## config.mk

```make
export PLATFORM = sky130hd
export DESIGN_NAME = param_count_processor
export DESIGN_NICKNAME = d
export VERILOG_FILES = /design/src/rtl/param_count_processor.sv
export SDC_FILE = /design/constraint.sdc
export NUM_CORES = 1
export LEC_CHECK = 0
export BUFFER_PORTS_ARGS = -buffer_cell sky130_fd_sc_hd__buf_2
export CAP_MARGIN = 20
export CORE_MARGIN = 5
export CORE_UTILIZATION = 50
export DETAILED_ROUTE_END_ITERATION = 10
export PLACE_DENSITY = 0.76
export SLEW_MARGIN = 20
export SYNTH_ARGS = -nofsm -noshare
export SYNTH_HDL_FRONTEND = slang
export SYNTH_SLANG_ARGS = --single-unit
```

## constraint.sdc

```tcl
create_clock -name clk -period 2.9 [get_ports clk]
set_clock_uncertainty 0.2 [all_clocks]
set_input_delay 0.58 -clock clk [delete_from_list [all_inputs] [get_ports clk]]
set_output_delay 0.58 -clock clk [all_outputs]
set_load 0.01 [all_outputs]
```

## src/rtl/param_count_processor.sv

```systemverilog
// Parametrised counting processor: COUNT / SUM runs with a start/done handshake.
// Optional PCP_TRISTATE_OUT_EN: out is driven only while out_valid is high.
module param_count_processor #(
  parameter int WIDTH = 8,
  parameter int STEP  = 1
) (
  input  logic             clk,
  input  logic             rst,
  input  logic             start,
  input  logic             mode,
  input  logic [WIDTH-1:0] limit,
  output logic             busy,
  output logic             out_valid,
  output logic [WIDTH-1:0] out,
  output logic             done,
  output logic             ovf
);

  typedef enum logic [2:0] {
    S_IDLE,
    S_INIT,
    S_CHECK,
    S_EXEC,
    S_DONE
  } state_t;

  localparam logic [WIDTH:0] STEP_W = (WIDTH+1)'(STEP);

  state_t           state_q, state_d;
  logic [WIDTH-1:0] a_q, a_d;
  logic [WIDTH-1:0] sum_q, sum_d;
  logic [WIDTH-1:0] limit_q, limit_d;
  logic             mode_q, mode_d;
  logic [WIDTH-1:0] out_q, out_d;
  logic             vld_q, vld_d;
  logic             ovf_q, ovf_d;
  logic [WIDTH:0]   a_nxt;
  logic [WIDTH:0]   sum_nxt;

  // Extra top bit of each sum is the carry out of WIDTH.
  assign a_nxt   = {1'b0, a_q} + STEP_W;
  assign sum_nxt = {1'b0, sum_q} + {1'b0, a_q};

  always_comb begin
    state_d = state_q;
    a_d     = a_q;
    sum_d   = sum_q;
    limit_d = limit_q;
    mode_d  = mode_q;
    out_d   = out_q;
    vld_d   = 1'b0;
    ovf_d   = ovf_q;
    unique case (state_q)
      S_IDLE: begin
        if (start) begin
          limit_d = limit;
          mode_d  = mode;
          ovf_d   = 1'b0;
          state_d = S_INIT;
        end
      end
      S_INIT: begin
        a_d     = '0;
        sum_d   = '0;
        state_d = S_CHECK;
      end
      S_CHECK: begin
        state_d = (a_q < limit_q) ? S_EXEC : S_DONE;
      end
      S_EXEC: begin
        if (mode_q) begin
          sum_d = sum_nxt[WIDTH-1:0];
          out_d = sum_nxt[WIDTH-1:0];
          if (sum_nxt[WIDTH]) ovf_d = 1'b1;
        end else begin
          out_d = a_q;
        end
        a_d   = a_nxt[WIDTH-1:0];
        vld_d = 1'b1;
        if (a_nxt[WIDTH]) begin
          ovf_d   = 1'b1;
          state_d = S_DONE;
        end else begin
          state_d = S_CHECK;
        end
      end
      S_DONE: begin
        state_d = S_IDLE;
      end
      default: begin
        state_d = S_IDLE;
      end
    endcase
  end

  always_ff @(posedge clk or posedge rst) begin
    if (rst) begin
      state_q <= S_IDLE;
      a_q     <= '0;
      sum_q   <= '0;
      limit_q <= '0;
      mode_q  <= 1'b0;
      out_q   <= '0;
      vld_q   <= 1'b0;
      ovf_q   <= 1'b0;
    end else begin
      state_q <= state_d;
      a_q     <= a_d;
      sum_q   <= sum_d;
      limit_q <= limit_d;
      mode_q  <= mode_d;
      out_q   <= out_d;
      vld_q   <= vld_d;
      ovf_q   <= ovf_d;
    end
  end

  assign busy      = (state_q != S_IDLE);
  assign done      = (state_q == S_DONE);
  assign out_valid = vld_q;
  assign ovf       = ovf_q;

`ifdef PCP_TRISTATE_OUT_EN
  assign out = vld_q ? out_q : {WIDTH{1'bz}};
`else
  assign out = out_q;
`endif

endmodule

```

* Word level (Yosys, flattened, before mapping) *
Index checks and enable logic that the tools add are counted.

storage, ports and cells
  output and inout port bits = 12
  bits of input ports = 12
  logic and storage cells = 40
  bits in registers = 38

cells by class
  mux-type cells = 14
  reductions and logical operators = 7
  add/sub/neg operators = 2
  equal/unequal tests = 8
  magnitude comparators = 1

operators by type and width
  operator                                                         count
  8-bit case mux with 2 select lines                               2
  8-bit two-way mux                                                2
  3-bit case mux with 4 select lines                               1
  8-bit by 1-bit adder with 9-bit output, second input constant    1
  8-bit by 8-bit adder with 9-bit output                           1
  3-bit two-way mux                                                3
  8-bit less-than comparator                                       1
  3-bit by 2-bit == test with 1-bit output, second input constant  2
  3-bit inequality test, second input constant                     2
  1-bit two-way mux                                                5
  2-bit inequality test, second input constant                     2
  2-bit AND reduction                                              2
  4-bit AND reduction                                              1
  2-bit nonzero test                                               2
  3-bit by 1-bit == test with 1-bit output, second input constant  1
  3-bit == test, second input constant                             1
  3-bit logical NOT                                                1
  3-bit nonzero test                                               1
  1-bit case mux with 2 select lines                               1

* Longest topological paths before layout *
Gate-level depths: netlist of the first run.

  word-level depth = 5
  mapped depth = 8
  depth with buffers taken out = 8

* Worst setup path after synthesis of the first run *
OpenSTA, ideal clock, no wires.

  path kind = register -> register
  from = reg a_q[0]
  to = reg out_q[6] (netlist: out[6])
  data required time = 2.572 ns
  clock period less this slack = 2.255 ns
  setup time = 0.128 ns
  arrival = 1.927 ns
  slack = 0.645 ns
  path buffers = 0
  stages on the path, launching flop included = 9
  cell sequence = dfrtp_1 ha_1 fa_1 a21o_1 a21oi_1 o21ai_0 a21oi_1 xor2_1 o21ai_0

on the way
  cells in the longest elaborated chain, start to end = 2

RTL lines
  element                                 RTL line  source
  start: declaration                      30        logic [WIDTH-1:0] a_q, a_d;
  start signal: assignment                99        a_q <= '0;
  start signal: assignment                108       a_q <= a_d;
  8-bit by 8-bit adder with 9-bit output  42        assign sum_nxt = {1'b0, sum_q} + {1'b0, a_q};
  8-bit two-way mux                       71        if (mode_q) begin
  end signal: assignment                  112       out_q <= out_d;
  end: declaration                        34        logic [WIDTH-1:0] out_q, out_d;

Every way passes these cells.
A chain may end at the register's enable or synchronous reset.

* Final worst setup path of the first run *
Same ends and word-level chain as after synthesis.

==> metrics.txt, run 1 <==
# TYPE chip_impl_metric gauge
chip_impl_info{name="result_of_the_run",value="complete, no violations"} 1
chip_impl_info{name="crit_path_top_delay_cell",value="sky130_fd_sc_hd__dfrtp_1"} 1
chip_impl_metric{name="postSynthNetCount",unit=""} 250
chip_impl_metric{name="postSynthRegisterBits",unit=""} 38
chip_impl_metric{name="die-area",unit="um2"} 5600
chip_impl_metric{name="port_buffers",unit=""} 23
chip_impl_metric{name="drv_slew",unit=""} 0
chip_impl_metric{name="max-cap-violations",unit=""} 0
chip_impl_metric{name="power.share.sequential",unit="%"} 41.3
chip_impl_metric{name="power_frac_clock",unit="%"} 16.2
chip_impl_metric{name="finalNonFillerCells",unit=""} 299
chip_impl_metric{name="pwr-share-comb",unit="%"} 42.5
chip_impl_metric{name="design.final.nets",unit=""} 278
chip_impl_metric{name="fillerInstances",unit=""} 363
chip_impl_metric{name="worstMarginPinSlew",unit="ps"} 671
chip_impl_metric{name="period_needed",unit="ps"} 2500
chip_impl_info{name="grt_setup_unrepaired",value="false"} 1
chip_impl_metric{name="post-dp-hpwl",unit="um"} 3040
chip_impl_metric{name="timing.critical_path.slowest_cell_delay",unit="ps"} 450
chip_impl_metric{name="first_global_vias",unit=""} 1596
chip_impl_metric{name="dp_cells",unit=""} 292
chip_impl_metric{name="register_area_share_after_synthesis",unit="%"} 45.2
chip_impl_metric{name="power.density_cell_area",unit="nW/um2"} 907
chip_impl_metric{name="total_number_of_yosys_warnings",unit=""} 0
chip_impl_info{name="worst-setup-path-type",value="reg2reg"} 1
chip_impl_metric{name="fin_worst_hold_slack",unit="ps"} 184
chip_impl_metric{name="grt_max_degree",unit=""} 39
chip_impl_info{name="timing.critical_path.max_delay_family",value="compound AO/OA/AOI/OAI gates"} 1
chip_impl_metric{name="fin_tns_setup",unit="ps"} 0
chip_impl_metric{name="via_per_inst",unit=""} 5.47
chip_impl_metric{name="leakage",unit="nW"} 1.20
chip_impl_info{name="synth_largest_area_cell",value="sky130_fd_sc_hd__dfrtp_1"} 1
chip_impl_metric{name="fraction_of_final_layout_cells_with_drive_strength_greater_than_1",unit="%"} 16.9
chip_impl_metric{name="worst_slack",unit="ps"} 400
chip_impl_metric{name="ant_nets",unit=""} 0
chip_impl_metric{name="number_of_placement_rows",unit=""} 23
chip_impl_info{name="flip_flop_cell_with_the_highest_count_after_synthesis",value="sky130_fd_sc_hd__dfrtp_1"} 1
chip_impl_metric{name="grt_remaining_overflow",unit=""} 0
chip_impl_metric{name="clock_tree.htree_level_count",unit=""} 2
chip_impl_metric{name="grt_pass1_wl",unit="um"} 7290
chip_impl_info{name="clockRootBuffer",value="sky130_fd_sc_hd__clkbuf_8"} 1
chip_impl_metric{name="gpl.final_weighted_congestion",unit=""} 0.828
chip_impl_metric{name="multi_input_area",unit="um2"} 1070
chip_impl_metric{name="p_int",unit="W"} 0.00126
chip_impl_metric{name="clk_path_buf_depth",unit=""} 2
chip_impl_metric{name="cts.repair_timing.setup_buffer_count",unit=""} 0
chip_impl_info{name="tritoncts",value="done"} 1
chip_impl_metric{name="die_h",unit="um"} 74.9
chip_impl_info{name="layout.cells.most_common",value="sky130_fd_sc_hd__nand2_1"} 1
chip_impl_metric{name="dp_slack",unit="ps"} 481
chip_impl_info{name="hp-class",value="in2async"} 1
chip_impl_metric{name="totalPowerFinal",unit="W"} 0.00214
chip_impl_metric{name="total_core_area",unit="um2"} 4030
chip_impl_info{name="crit_path_end_kind",value="flop"} 1
chip_impl_metric{name="cts_inserted_buffers",unit=""} 5
chip_impl_metric{name="cp_num_buf_inv",unit=""} 0
chip_impl_metric{name="ctsHoldBuffers",unit=""} 0
chip_impl_metric{name="achievable-frequency",unit="MHz"} 400
chip_impl_metric{name="drt-initial-drc-count",unit=""} 69
chip_impl_metric{name="die_w",unit="um"} 74.9
chip_impl_metric{name="detail_route.wl_per_cell",unit="um"} 13.8
chip_impl_metric{name="number_of_antenna_violations_at_the_first_check_in_global_routing",unit=""} 0
chip_impl_metric{name="routed_wirelength",unit="um"} 4110
chip_impl_metric{name="critPathMaxFanout",unit=""} 8
chip_impl_metric{name="clk_latency",unit="ps"} 300
chip_impl_metric{name="synth_area",unit="um2"} 2100
chip_impl_metric{name="syn_to_final_growth",unit="%"} 12.4
chip_impl_metric{name="detailroute.via_count",unit=""} 1637
chip_impl_info{name="ys_top_cells_by_area",value="sky130_fd_sc_hd__dfrtp_1 45%, sky130_fd_sc_hd__ha_1 9.5%, sky130_fd_sc_hd__nand2_1 7.1%"} 1
chip_impl_info{name="critical_path.cell_chain",value="ha_1, fa_1, a21o_1, a21oi_1, o21ai_0, a21oi_1, xor2_1, o21ai_0"} 1
chip_impl_info{name="start_kind",value="flop"} 1
chip_impl_metric{name="io-pin-count",unit=""} 24
chip_impl_metric{name="clk_pin_slew_worst_paths",unit="ps"} 80
chip_impl_metric{name="synth_async_sr_flop_share",unit="%"} 100
chip_impl_metric{name="final-hold-violation-count",unit=""} 0
chip_impl_metric{name="power.share.switching",unit="%"} 41.3
chip_impl_metric{name="synth-edff-count",unit=""} 0
chip_impl_metric{name="remaining_drc_errors",unit=""} 0
chip_impl_metric{name="post_synth_num_cell_types",unit=""} 39
chip_impl_metric{name="number_of_sinks_handled_by_clock_tree_synthesis",unit=""} 38
chip_impl_metric{name="postSynthCellCount",unit=""} 221
chip_impl_metric{name="post_cts_resize_count",unit=""} 0
chip_impl_metric{name="gr_util_all_layers",unit="%"} 17.2
chip_impl_metric{name="worstPathRequired",unit="ps"} 2880
chip_impl_metric{name="synth.top_cell.area_share",unit="%"} 45.2
chip_impl_metric{name="worst_ir_drop_vdd",unit="mV"} 0.461
chip_impl_metric{name="min_period_over_period",unit="%"} 86.2
chip_impl_metric{name="first_pass_iters",unit=""} 4
chip_impl_metric{name="maxSlewHeadroom",unit="%"} 55.0
chip_impl_metric{name="antennaDiodeCount",unit=""} 0
chip_impl_metric{name="initial_utilization",unit="%"} 52.2
chip_impl_metric{name="critical_path_arrival",unit="ps"} 2480
chip_impl_metric{name="final-seq-area",unit="um2"} 951
chip_impl_info{name="leading_cell_types_in_the_layout_fill_and_taps_excluded",value="40 x sky130_fd_sc_hd__nand2_1, 38 x sky130_fd_sc_hd__dfrtp_1, 28 x sky130_fd_sc_hd__o21ai_0"} 1
chip_impl_metric{name="timing.final.setup_violations",unit=""} 0
chip_impl_metric{name="p_switching",unit="W"} 0.000885
chip_impl_metric{name="syn-mean-instance-area",unit="um2"} 9.52
[synth_stat cells (3+ instances only)]
library cell	number
sky130_fd_sc_hd__a21o_1	5
sky130_fd_sc_hd__a21oi_1	11
sky130_fd_sc_hd__a22o_1	5
sky130_fd_sc_hd__clkbuf_1	4
sky130_fd_sc_hd__dfrtp_1	38
sky130_fd_sc_hd__ha_1	16
sky130_fd_sc_hd__inv_1	15
sky130_fd_sc_hd__mux2i_1	6
sky130_fd_sc_hd__nand2_1	40
sky130_fd_sc_hd__nand3_1	6
sky130_fd_sc_hd__nor2_1	6
sky130_fd_sc_hd__nor3_1	3
sky130_fd_sc_hd__nor3b_1	4
sky130_fd_sc_hd__o21ai_0	28
sky130_fd_sc_hd__xnor2_1	4
[stage by stage]
step                      cell area (um2)  util [%]
after floorplan                      2100         -
after global routing                 2360      58.7
final                                2360      58.7
after detailed placement             2290      56.7
after global placement               2290      56.7
after CTS                            2360      58.7
[cells by family after synthesis]
logic type	synth area share [%]
xor gates and xnor gates	2.50
AOI/OAI and AO/OA	18.3
and+or+nand+nor	15.7
buffers and inverters	3.87
DFF	45.2
muxes	3.93
adders and majority gates	10.5
[per-layer routing]
| metal | vias to the layer above | track usage (%) | part of all wire [%] |
|---|---|---|---|
| li1 | 830 | - | - |
| met3 | 7 | 3.47 | 3.6 |
| met2 | 28 | 26.7 | 46 |
| met4 | 0 | 8.10 | 2.0 |
| met5 | - | 0 | 0 |
| met1 | 772 | 23.0 | 48 |
[worst min-delay path, stage by stage]
cell                    delay [ps]
sky130_fd_sc_hd__buf_2          90
sky130_fd_sc_hd__inv_1          40
sky130_fd_sc_hd__buf_4         410
[state kept, by name (all words and copies together), names as in the netlist]
register,flops
out_valid,1
out,8
sum_q,8
state_q,3
ovf,1
a_q,8
mode_q,1
limit_q,8
[path summary, 6_finish.rpt]
| kind | cells after the start | startpoint | to | slack, ps |
|---|---|---|---|---|
| hold / removal | 3 | rst | a_q[0]$_DFFE_PP0P_ | 180 |
| max in group asynchronous | 3 | rst | ovf$_DFFE_PP0P_ | 1980 |
| setup reg to reg | 8 | a_q[0]$_DFFE_PP0P_ | out[6]$_DFFE_PP0P_ | 400 |
| hold reg to reg | 2 | out[0]$_DFFE_PP0P_ | out[0]$_DFFE_PP0P_ | 270 |
| setup / recovery | 8 | a_q[0]$_DFFE_PP0P_ | out[6]$_DFFE_PP0P_ | 400 |
| min in group clk | 2 | out[0]$_DFFE_PP0P_ | out[0]$_DFFE_PP0P_ | 270 |
[layout make-up]
cell class	count	area share, %
Clock buffer	5	2.91
Clock inverter	2	0.423
Inverter	15	2.38
Multi-Input combinational cell	162	45.3
Sequential cell	38	40.2
Tap cell	50	2.65
Timing Repair Buffer	27	6.14
[power by group through the flow]
stage / clock network (W) / registers [W] / logic (W)
floorplan: 0 / 0.000839 / 0.000709
global placement: 0 / 0.000890 / 0.000889
detailed placement: 0 / 0.000898 / 0.000917
CTS: 0.000359 / 0.000887 / 0.000917
global route: 0.000378 / 0.000919 / 0.00105
finish: 0.000348 / 0.000885 / 0.000910
Power figures use the tool's default switching activity.
==> run 2, diff against run 1 <==
- CAP_MARGIN: 20 -> not set
- CORE_UTILIZATION: 50 -> 45
- PLACE_DENSITY: 0.76 -> 0.7
==> run 2 against run 1 <==
- clock-buffer cell count up 3
- sequential power down 1%
- largest power group unchanged
- cell area up 1.4%
- routed wire length down 0.88%
- clock power up 22%
- power up 3.1%
- fmax up 1.1%
- cell count up 1.0%
- combinational power about the same
- critical endpoint is now sum_q[6]$_DFFE_PP0P_
==> metrics.txt, run 2 (synthesis gave the netlist of run 1 again) <==
# TYPE chip_impl_metric gauge
chip_impl_info{name="layout.cells.most_common",value="sky130_fd_sc_hd__nand2_1"} 1
chip_impl_metric{name="cts_inserted_buffers",unit=""} 5
chip_impl_metric{name="first_pass_iters",unit=""} 4
chip_impl_metric{name="clk_path_buf_depth",unit=""} 2
chip_impl_metric{name="clk_pin_slew_worst_paths",unit="ps"} 70
chip_impl_metric{name="p_int",unit="W"} 0.00133
chip_impl_metric{name="finalNonFillerCells",unit=""} 302
chip_impl_metric{name="dp_slack",unit="ps"} 423
chip_impl_metric{name="die_w",unit="um"} 78.4
chip_impl_metric{name="port_buffers",unit=""} 23
chip_impl_metric{name="ant_nets",unit=""} 0
chip_impl_metric{name="grt_remaining_overflow",unit=""} 0
chip_impl_metric{name="drv_slew",unit=""} 0
chip_impl_metric{name="power.share.switching",unit="%"} 39.7
chip_impl_metric{name="number_of_sinks_handled_by_clock_tree_synthesis",unit=""} 38
chip_impl_info{name="clockRootBuffer",value="sky130_fd_sc_hd__clkbuf_8"} 1
chip_impl_metric{name="critical_path_arrival",unit="ps"} 2450
chip_impl_metric{name="worstMarginPinSlew",unit="ps"} 667
chip_impl_info{name="critical_path.cell_chain",value="ha_1, fa_1, a21o_1, a21oi_1, o21ai_0, a21oi_1, xor2_1, o21ai_0"} 1
chip_impl_info{name="start_kind",value="flop"} 1
chip_impl_metric{name="clock_tree.htree_level_count",unit=""} 2
chip_impl_info{name="leading_cell_types_in_the_layout_fill_and_taps_excluded",value="40 x sky130_fd_sc_hd__nand2_1, 38 x sky130_fd_sc_hd__dfrtp_1, 28 x sky130_fd_sc_hd__o21ai_0"} 1
chip_impl_metric{name="pwr-share-comb",unit="%"} 41.2
chip_impl_metric{name="worstPathRequired",unit="ps"} 2870
chip_impl_info{name="worst-setup-path-type",value="reg2reg"} 1
chip_impl_metric{name="min_period_over_period",unit="%"} 85.3
chip_impl_metric{name="timing.critical_path.slowest_cell_delay",unit="ps"} 450
chip_impl_metric{name="grt_pass1_wl",unit="um"} 7320
chip_impl_metric{name="number_of_placement_rows",unit=""} 24
chip_impl_metric{name="first_global_vias",unit=""} 1574
chip_impl_metric{name="io-pin-count",unit=""} 24
chip_impl_metric{name="power.share.sequential",unit="%"} 39.5
chip_impl_metric{name="grt_max_degree",unit=""} 39
chip_impl_metric{name="antennaDiodeCount",unit=""} 0
chip_impl_metric{name="final-hold-violation-count",unit=""} 0
chip_impl_metric{name="design.final.nets",unit=""} 278
chip_impl_metric{name="max-cap-violations",unit=""} 0
chip_impl_metric{name="power.density_cell_area",unit="nW/um2"} 922
chip_impl_metric{name="worst_ir_drop_vdd",unit="mV"} 0.483
chip_impl_metric{name="gr_util_all_layers",unit="%"} 15.0
chip_impl_info{name="crit_path_end_kind",value="flop"} 1
chip_impl_metric{name="die_h",unit="um"} 78.4
chip_impl_metric{name="detailroute.via_count",unit=""} 1625
chip_impl_metric{name="maxSlewHeadroom",unit="%"} 55.2
chip_impl_info{name="hp-class",value="in2async"} 1
chip_impl_metric{name="detail_route.wl_per_cell",unit="um"} 13.5
chip_impl_info{name="tritoncts",value="done"} 1
chip_impl_metric{name="initial_utilization",unit="%"} 47.3
chip_impl_metric{name="fraction_of_final_layout_cells_with_drive_strength_greater_than_1",unit="%"} 17.2
chip_impl_info{name="result_of_the_run",value="complete, no violations"} 1
chip_impl_metric{name="fin_tns_setup",unit="ps"} 0
chip_impl_metric{name="period_needed",unit="ps"} 2470
chip_impl_info{name="grt_setup_unrepaired",value="false"} 1
chip_impl_metric{name="ctsHoldBuffers",unit=""} 0
chip_impl_metric{name="worst_slack",unit="ps"} 426
chip_impl_metric{name="p_switching",unit="W"} 0.000877
chip_impl_metric{name="total_core_area",unit="um2"} 4440
chip_impl_metric{name="cts.repair_timing.setup_buffer_count",unit=""} 0
chip_impl_metric{name="post_cts_resize_count",unit=""} 0
chip_impl_info{name="crit_path_top_delay_cell",value="sky130_fd_sc_hd__dfrtp_1"} 1
chip_impl_metric{name="timing.final.setup_violations",unit=""} 0
chip_impl_metric{name="achievable-frequency",unit="MHz"} 404
chip_impl_metric{name="number_of_antenna_violations_at_the_first_check_in_global_routing",unit=""} 0
chip_impl_metric{name="remaining_drc_errors",unit=""} 0
chip_impl_metric{name="drt-initial-drc-count",unit=""} 132
chip_impl_metric{name="post-dp-hpwl",unit="um"} 3010
chip_impl_metric{name="power_frac_clock",unit="%"} 19.3
chip_impl_metric{name="via_per_inst",unit=""} 5.38
chip_impl_metric{name="dp_cells",unit=""} 294
chip_impl_metric{name="syn_to_final_growth",unit="%"} 14.0
chip_impl_metric{name="leakage",unit="nW"} 1.21
chip_impl_metric{name="routed_wirelength",unit="um"} 4080
chip_impl_metric{name="critPathMaxFanout",unit=""} 8
chip_impl_metric{name="die-area",unit="um2"} 6140
chip_impl_metric{name="clk_latency",unit="ps"} 290
chip_impl_metric{name="gpl.final_weighted_congestion",unit=""} 0.904
==> run 2: cell count changes in the layout (fill, tap and decap cells not counted), sizes merged <==
cell / change
clkbuf: +3
clkinv: -2
==> run 2: critical path: cells and delay by family (launching register included) <==
| kind | cells | cell delay, ps |
|---|---|---|
| xor gates and xnor gates | 1 | 200 |
| adders and majority gates | 2 | 670 |
| DFF | 1 | 450 |
| AOI/OAI and AO/OA | 5 | 840 |
==> run 2: metal layers <==
| metal | vias to the layer above | wire length (um) | track usage, % |
|---|---|---|---|
| met3 | 7 | 158 | 3.66 |
| met1 | 756 | 2070 | 20.2 |
| met4 | 0 | 85 | 6.29 |
| met2 | 29 | 1760 | 23.2 |
| met5 | - | 0 | 0 |
| li1 | 833 | - | - |
==> run 2: power groups by stage <==
| stage | Sequential (W) | Clock (W) | Combinational (W) |
|---|---|---|---|
| after floorplan | 0.000839 | 0 | 0.000709 |
| after global placement | 0.000883 | 0 | 0.000903 |
| after detailed placement | 0.000884 | 0 | 0.000925 |
| after CTS | 0.000873 | 0.000438 | 0.000927 |
| after global routing | 0.000906 | 0.000464 | 0.00105 |
| final | 0.000874 | 0.000426 | 0.000910 |
==> run 2: stage by stage <==
| step | hold WS, ps | total power [W] | instance area [um2] | utilization [%] |
|---|---|---|---|---|
| after CTS | 202 | 0.00224 | 2400 | 54.0 |
| final | 176 | 0.00221 | 2400 | 54.0 |
| after global placement | 256 | 0.00179 | 2290 | 51.5 |
| after global routing | 241 | 0.00242 | 2400 | 54.0 |
| after floorplan | 250 | 0.00155 | 2100 | - |
| after detailed placement | 264 | 0.00181 | 2290 | 51.5 |
==> run 2: area by class of cell <==
class | count | area (um2)
fill | 415 | 2050
multi-input combinational | 162 | 1070
sequential | 38 | 951
timing repair buffer | 27 | 145
clock buffer | 8 | 110
tap | 52 | 65.1
inverter | 15 | 56.3
==> run 2: path summary, 6_finish.rpt <==
check | start | end | slack [ps] | cells after the start
worst max register to register | a_q[0]$_DFFE_PP0P_ | sum_q[6]$_DFFE_PP0P_ | 430 | 8
worst min register to register | out[0]$_DFFE_PP0P_ | out[0]$_DFFE_PP0P_ | 270 | 2
worst min-delay path | rst | limit_q[0]$_DFFE_PP0P_ | 180 | 3
min in group clk | out[0]$_DFFE_PP0P_ | out[0]$_DFFE_PP0P_ | 270 | 2
max in group asynchronous | rst | limit_q[7]$_DFFE_PP0P_ | 1980 | 3
worst max-delay path | a_q[0]$_DFFE_PP0P_ | sum_q[6]$_DFFE_PP0P_ | 430 | 8
